$ cat src/rtl/bypass_scan_pkg.sv
// Shared types and constants for the wake-up bypass scan controller.
package bypass_scan_pkg;

    localparam int unsigned BYPASS_WIDTH = 24;

    // Stage-2 reset image of the bypass register, mirrored by software and benches.
    localparam logic [BYPASS_WIDTH-1:0] BYPASS_RST_WORD = 24'h0007FF;

    typedef enum logic [1:0] {
        StIdle,
        StShift,
        StCommit,
        StDone
    } scan_state_e;

endpackage

$ cat src/rtl/bypass_scan_ctrl_if.sv
// Config-side request/response bundle between the always-on config logic and the scan controller.
interface bypass_scan_ctrl_if
    import bypass_scan_pkg::*;
#(
    parameter int unsigned WIDTH = BYPASS_WIDTH,
    parameter int unsigned DIV_W = 8
) ();

    logic             cfg_valid;
    logic             cfg_ready;
    logic [WIDTH-1:0] cfg_data;
    logic             cfg_commit;
    logic [DIV_W-1:0] shift_div;
    logic             busy;
    logic             done;
    logic [WIDTH-1:0] rdata;

    modport master (
        output cfg_valid, cfg_data, cfg_commit, shift_div,
        input  cfg_ready, busy, done, rdata
    );

    modport slave (
        input  cfg_valid, cfg_data, cfg_commit, shift_div,
        output cfg_ready, busy, done, rdata
    );

endinterface

$ cat src/rtl/bypass_scan_ctrl.sv
// Serialises a bypass word MSB-first into the wake-up bypass chain, optionally commits it to
// stage 2, and returns the displaced stage-1 contents as readback.
module bypass_scan_ctrl
    import bypass_scan_pkg::*;
#(
    parameter int unsigned WIDTH = BYPASS_WIDTH,
    parameter int unsigned DIV_W = 8
) (
    input  logic               clk_i,
    input  logic               rst_i,
    bypass_scan_ctrl_if.slave  cfg,
    output logic               wu_bypass_data_in,
    output logic               wu_bypass_en,
    output logic               wu_bypass_shift,
    input  logic               wu_bypass_data_out
);

    localparam int unsigned CNT_W = $clog2(WIDTH);

    scan_state_e      state_q, state_d;
    logic [WIDTH-1:0] sh_q, sh_d;
    logic [WIDTH-1:0] rd_q, rd_d;
    logic [WIDTH-1:0] rdata_q, rdata_d;
    logic             commit_q, commit_d;
    logic [DIV_W-1:0] div_q, div_d;
    logic [DIV_W-1:0] div_cnt_q, div_cnt_d;
    logic [CNT_W-1:0] bit_cnt_q, bit_cnt_d;
    logic             en_q, en_d;
    logic             shift_q, shift_d;
    logic             din_q, din_d;
    logic             done_q, done_d;
    logic             accept;
    logic [DIV_W-1:0] div_eff;

    // The done_o cycle still counts as part of the transfer, so ready waits one more cycle.
    assign cfg.cfg_ready = !rst_i && (state_q == StIdle) && !done_q;
    assign cfg.busy      = (state_q != StIdle) || done_q;
    assign cfg.done      = done_q;
    assign cfg.rdata     = rdata_q;

    assign wu_bypass_data_in = din_q;
    assign wu_bypass_en      = en_q;
    assign wu_bypass_shift   = shift_q;

    assign accept  = cfg.cfg_valid && cfg.cfg_ready;
    assign div_eff = (cfg.shift_div == '0) ? DIV_W'(1) : cfg.shift_div;

    // Chain MSB is captured while the enable is on the pins, i.e. just before the chain moves.
    assign rd_d = en_q ? {rd_q[WIDTH-2:0], wu_bypass_data_out} : rd_q;

    always_comb begin
        state_d   = state_q;
        sh_d      = sh_q;
        rdata_d   = rdata_q;
        commit_d  = commit_q;
        div_d     = div_q;
        div_cnt_d = div_cnt_q;
        bit_cnt_d = bit_cnt_q;
        en_d      = 1'b0;
        shift_d   = 1'b0;
        din_d     = 1'b0;
        done_d    = 1'b0;

        case (state_q)
            StIdle: begin
                if (accept) begin
                    sh_d      = cfg.cfg_data;
                    commit_d  = cfg.cfg_commit;
                    div_d     = div_eff;
                    div_cnt_d = div_eff - 1'b1;
                    bit_cnt_d = CNT_W'(WIDTH - 1);
                    state_d   = StShift;
                end
            end
            StShift: begin
                din_d = sh_q[WIDTH-1];
                if (div_cnt_q == '0) begin
                    en_d      = 1'b1;
                    sh_d      = {sh_q[WIDTH-2:0], 1'b0};
                    div_cnt_d = div_q - 1'b1;
                    if (bit_cnt_q == '0) begin
                        state_d = commit_q ? StCommit : StDone;
                    end else begin
                        bit_cnt_d = bit_cnt_q - 1'b1;
                    end
                end else begin
                    div_cnt_d = div_cnt_q - 1'b1;
                end
            end
            StCommit: begin
                shift_d = 1'b1;
                state_d = StDone;
            end
            StDone: begin
                // Without a commit cycle the last bit is still being captured here.
                done_d  = 1'b1;
                rdata_d = rd_d;
                state_d = StIdle;
            end
            default: state_d = StIdle;
        endcase
    end

    always_ff @(posedge clk_i) begin
        if (rst_i) begin
            state_q   <= StIdle;
            sh_q      <= '0;
            rd_q      <= '0;
            rdata_q   <= '0;
            commit_q  <= 1'b0;
            div_q     <= '0;
            div_cnt_q <= '0;
            bit_cnt_q <= '0;
            en_q      <= 1'b0;
            shift_q   <= 1'b0;
            din_q     <= 1'b0;
            done_q    <= 1'b0;
        end else begin
            state_q   <= state_d;
            sh_q      <= sh_d;
            rd_q      <= rd_d;
            rdata_q   <= rdata_d;
            commit_q  <= commit_d;
            div_q     <= div_d;
            div_cnt_q <= div_cnt_d;
            bit_cnt_q <= bit_cnt_d;
            en_q      <= en_d;
            shift_q   <= shift_d;
            din_q     <= din_d;
            done_q    <= done_d;
        end
    end

endmodule

$ cat src/flat_wrapper.sv
// flat-port wrapper written by rule: the top's interface ports become plain ports
module bypass_scan_ctrl_flat import bypass_scan_pkg::*;
#(
    parameter int unsigned WIDTH = BYPASS_WIDTH,
    parameter int unsigned DIV_W = 8
)
  (clk_i, rst_i, wu_bypass_data_in, wu_bypass_en, wu_bypass_shift, wu_bypass_data_out, cfg_cfg_valid, cfg_cfg_data, cfg_cfg_commit, cfg_shift_div, cfg_cfg_ready, cfg_busy, cfg_done, cfg_rdata);
  bypass_scan_ctrl_if #(.WIDTH(WIDTH), .DIV_W(DIV_W)) cfg_i ();
  input  logic clk_i;
  input  logic rst_i;
  output logic wu_bypass_data_in;
  output logic wu_bypass_en;
  output logic wu_bypass_shift;
  input  logic wu_bypass_data_out;
  input wire logic [$bits(cfg_i.cfg_valid)-1:0] cfg_cfg_valid;
  input wire logic [$bits(cfg_i.cfg_data)-1:0] cfg_cfg_data;
  input wire logic [$bits(cfg_i.cfg_commit)-1:0] cfg_cfg_commit;
  input wire logic [$bits(cfg_i.shift_div)-1:0] cfg_shift_div;
  output wire logic [$bits(cfg_i.cfg_ready)-1:0] cfg_cfg_ready;
  output wire logic [$bits(cfg_i.busy)-1:0] cfg_busy;
  output wire logic [$bits(cfg_i.done)-1:0] cfg_done;
  output wire logic [$bits(cfg_i.rdata)-1:0] cfg_rdata;
  assign cfg_i.cfg_valid = cfg_cfg_valid;
  assign cfg_i.cfg_data = cfg_cfg_data;
  assign cfg_i.cfg_commit = cfg_cfg_commit;
  assign cfg_i.shift_div = cfg_shift_div;
  assign cfg_cfg_ready = cfg_i.cfg_ready;
  assign cfg_busy = cfg_i.busy;
  assign cfg_done = cfg_i.done;
  assign cfg_rdata = cfg_i.rdata;
  bypass_scan_ctrl #(.WIDTH(WIDTH), .DIV_W(DIV_W)) u_core (.clk_i(clk_i), .rst_i(rst_i), .cfg(cfg_i), .wu_bypass_data_in(wu_bypass_data_in), .wu_bypass_en(wu_bypass_en), .wu_bypass_shift(wu_bypass_shift), .wu_bypass_data_out(wu_bypass_data_out));
endmodule
$ cat config.mk
export PLATFORM = sky130hd
export DESIGN_NAME = bypass_scan_ctrl_flat
export DESIGN_NICKNAME = d
export VERILOG_FILES = /design/src/rtl/bypass_scan_pkg.sv /design/src/rtl/bypass_scan_ctrl_if.sv /design/src/rtl/bypass_scan_ctrl.sv /design/src/flat_wrapper.sv
export SDC_FILE = /design/constraint.sdc
export NUM_CORES = 1
export LEC_CHECK = 0
export CORE_ASPECT_RATIO = 1.4
export CORE_MARGIN = 1
export CORE_UTILIZATION = 60
export CTS_BUF_LIST = sky130_fd_sc_hd__clkbuf_2
export DETAILED_ROUTE_END_ITERATION = 8
export MAX_ROUTING_LAYER = met4
export PLACE_DENSITY = 0.88
export SLEW_MARGIN = 20
export SYNTH_ARGS = -nofsm -noshare
export SYNTH_HDL_FRONTEND = slang
export SYNTH_SLANG_ARGS = --single-unit
$ cat constraint.sdc
create_clock -name clk_i -period 4 [get_ports clk_i]
set_input_delay 0.8 -clock clk_i [delete_from_list [all_inputs] [get_ports clk_i]]
set_output_delay 0.8 -clock clk_i [all_outputs]
set_load 0.02 [all_outputs]
==> results.cfg <==
[clocking]
htree_levels = 3
insertion_delay_ps = 580
max-clock-path-buffers = 2
cts_made_buffers = 9
postCtsSetupBuffers = 0
cts_resized = 0
cts_tree = done
cts-root-buf = clkbuf_2
clk_pin_slew_worst_paths_ps = 290
cts_hold_buf = 0
clock-sinks = 100

[sta]
whs_ps = 486
final-max-slew-violation-count = 0
relSlewSlack_pct = 58.3
timing.fmax_mhz = 341
setup_viol = 0
rsz0062_at_grt = no
setup_slack_ps = 1070
clock_skew_ps = 37.9
finalCriticalPeriod_ps = 2930
tns_ps = 0
worst_pin_slew_ps = 626
hold_viol_final = 0
min_period_over_period_pct = 73.3

[layout]
drive_above_1_share_pct = 7.60
num-fill-cells = 503
area_growth_pct = 19.8
num_antenna_cells = 0
fin_util_pct = 75.4
nets = 553

[logic_synthesis]
synth.yosys.seq_area_share_pct = 47.5
yosys.area.top_type = dfxtp_1
synth_area_per_cell_um2 = 9.25
async_flop_share_pct = 0
synthFlopType = dfxtp_1
synth_area_um2 = 4220
synthTopCellsByArea = dfxtp_1 47%, mux2i_1 12%, a211oi_1 8.7%, nor2_1 7.8%, ha_1 2.4%
synth-seq-cells = 100
synth_top_area_share_pct = 47.5
ys_warn_count = 0
synth_cell_type_count = 49
netlist_instances = 456
synth_common_cells = 100 x dfxtp_1, 88 x nor2_1, 50 x mux2i_1
synth.most_common_cell = dfxtp_1
synth_nets = 501
synth_edf_count = 0

[run_status]
status = finished, final reports clean

[floorplan]
die_y_um = 101
dieArea_um2 = 7370
core_um2 = 6700
initial_core_util_pct = 63.0
rows = 35
dieWidth_um = 72.9
top_level_ports = 67

[setup_path]
crit_type = reg -> out
crit_required_ps = 3200
reg2reg_depth = 12
rrSetupSlack_ps = 1170
critical_path.endpoint = cfg_cfg_ready
rr_endpoint = u_core.div_cnt_q[6]$_SDFFE_PP0P_
worst-path-buf-inv = 2
critPathArrivalTime_ps = 2130
crit_path_start = u_core.state_q[0]$_SDFFE_PP0P_
r2r_start = u_core.state_q[1]$_SDFFE_PP0P_
cp_max_fo = 5
crit_cells = 5
cp-end-kind = output pin
max_stage_delay_ps = 650
path_delay_family = buffers and inverters
critPathSlowestCell = clkdlybuf4s50_1
cp-start-kind = register
path_cells = inv_1 > ha_1 > nand2b_1 > nor2_1 > clkdlybuf4s50_1

[place]
dp_slack_ps = 998
hpwlAfterDp_um = 6480
gp_congestion = 0.948
io_buffers = 66

[global_routing]
grt_start_max_net_pins = 63
antenna_found_initial = 0
grt_use_total_pct = 27.0
grt_pass1_vias = 3242
grt_first_pass_wirelength_um = 14900
grt-ovfl-total = 0

[power]
sequentialPowerShare_pct = 42.5
power_frac_comb_pct = 41.5
switching_power_uw = 1260
powerDensity_nw_per_um2 = 611
switching_share_pct = 40.7
fin_total_pwr_uw = 3090
vdd_ir_drop_max_mv = 0.434
leakagePower_uw = 0.00177
pwr-share-clk_pct = 16.0
p_int_uw = 1830

[drt]
avgViaCountPerCell = 5.70
vias = 3448
drt_wl_total_um = 9110
drtPass1Iterations = 4
drt_iter0_drc = 147
drtAntennaViolNets = 0
wl_per_cell_um = 15.1
route.detailed.drc = 0

[job]
drv_cap = 0

[hold_path]
hp-class = reg -> reg
-- state kept, by name (all words and copies together) (netlist names), 2 cells and up --
name and count:
u_core.bit_cnt_q 5, u_core.state_q 2, u_core.rd_q 24, u_core.sh_q 24, u_core.cfg.rdata 24, u_core.div_q 8
u_core.div_cnt_q 8
-- power by group through the flow --
| stage | clock [uW] | sequential [uW] | combinational (uW) |
|---|---|---|---|
| floorplan | 0 | 1330 | 925 |
| global placement | 0 | 1320 | 1220 |
| detailed placement | 0 | 1330 | 1270 |
| CTS | 502 | 1310 | 1280 |
| global route | 544 | 1340 | 1410 |
| finish | 493 | 1310 | 1280 |
-- metrics by stage --
step           cells  area, um^2
4_1_cts          605        5050
5_1_grt          605        5050
2_1_floorplan    456        4220
3_3_place_gp     589        4920
6_report         605        5050
3_5_place_dp     589        4920
-- logic make-up (layout without fill, tap and decap cells) --
group | after synthesis | after routing | synth area share (%)
and+or+nand+nor | 154 | 154 | 16.4
DFF | 100 | 100 | 47.5
xor gates and xnor gates | 3 | 3 | 0.623
AOI/OAI and AO/OA | 96 | 96 | 16.5
muxes | 52 | 52 | 12.4
adders and majority gates | 8 | 8 | 2.37
buffers and inverters | 43 | 100 | 4.27
-- placed cells by master, fill, tap and decap left out, types with 3 or more instances in the layout --
| cell | instances |
|---|---|
| dfxtp_1 | 100 |
| nor2_1 | 88 |
| clkdlybuf4s50_1 | 65 |
| mux2i_1 | 50 |
| a211oi_1 | 49 |
| nand2_1 | 26 |
| o21ai_0 | 12 |
| a21oi_1 | 10 |
| inv_1 | 9 |
| clkbuf_2 | 9 |
| nor3_1 | 8 |
| buf_4 | 8 |
| nand3_1 | 7 |
| ha_1 | 7 |
| nor4_1 | 5 |
| a311oi_1 | 4 |
| nor2b_1 | 3 |
| nand2b_1 | 3 |
| xnor2_1 | 3 |
| inv_6 | 3 |
| clkinv_8 | 3 |
-- worst min-delay path by stage --
stage	endpoint	slack [ps]	depth (start not counted)	start
5_1_grt	u_core.sh_q[0]$_SDFFE_PP0P_	520	2	u_core.sh_q[0]$_SDFFE_PP0P_
3_3_place_gp	u_core.commit_q$_SDFFE_PP0P_	450	2	u_core.commit_q$_SDFFE_PP0P_
4_1_cts	u_core.commit_q$_SDFFE_PP0P_	490	2	u_core.commit_q$_SDFFE_PP0P_
3_5_place_dp	u_core.commit_q$_SDFFE_PP0P_	450	2	u_core.commit_q$_SDFFE_PP0P_
6_report	u_core.commit_q$_SDFFE_PP0P_	490	2	u_core.commit_q$_SDFFE_PP0P_
2_1_floorplan	u_core.div_q[7]$_SDFFE_PP0P_	440	2	u_core.div_q[7]$_SDFFE_PP0P_
-- cell type report --
cell class / count / area (um^2) / area share [%]
multi-input combinational: 313 / 2050 / 40.6
sequential: 100 / 2000 / 39.6
timing repair buffer: 74 / 716 / 14.2
tap: 92 / 115 / 2.28
clock inverter: 7 / 86.3 / 1.71
clock buffer: 9 / 45.0 / 0.892
inverter: 10 / 37.5 / 0.743
-- worst reg2reg max path, delay by kind of cell (launching register included) --
| kind | cells | cell delay [ps] |
|---|---|---|
| flops | 1 | 410 |
| compound gates | 3 | 640 |
| simple gates | 3 | 440 |
| xor+xnor | 1 | 180 |
| fa+ha+maj | 2 | 690 |
| buf+inv | 3 | 410 |
-- routing by layer --
layer | track usage (%) | vias up | part of all wire [%]
met3 | 6.97 | 20 | 4.6
met5 | - | - | 0
met4 | 9.35 | 0 | 2.1
met1 | 29.8 | 1619 | 41
li1 | - | 1738 | -
met2 | 46.8 | 71 | 52
Note: power is estimated with default switching activity, not from simulation.
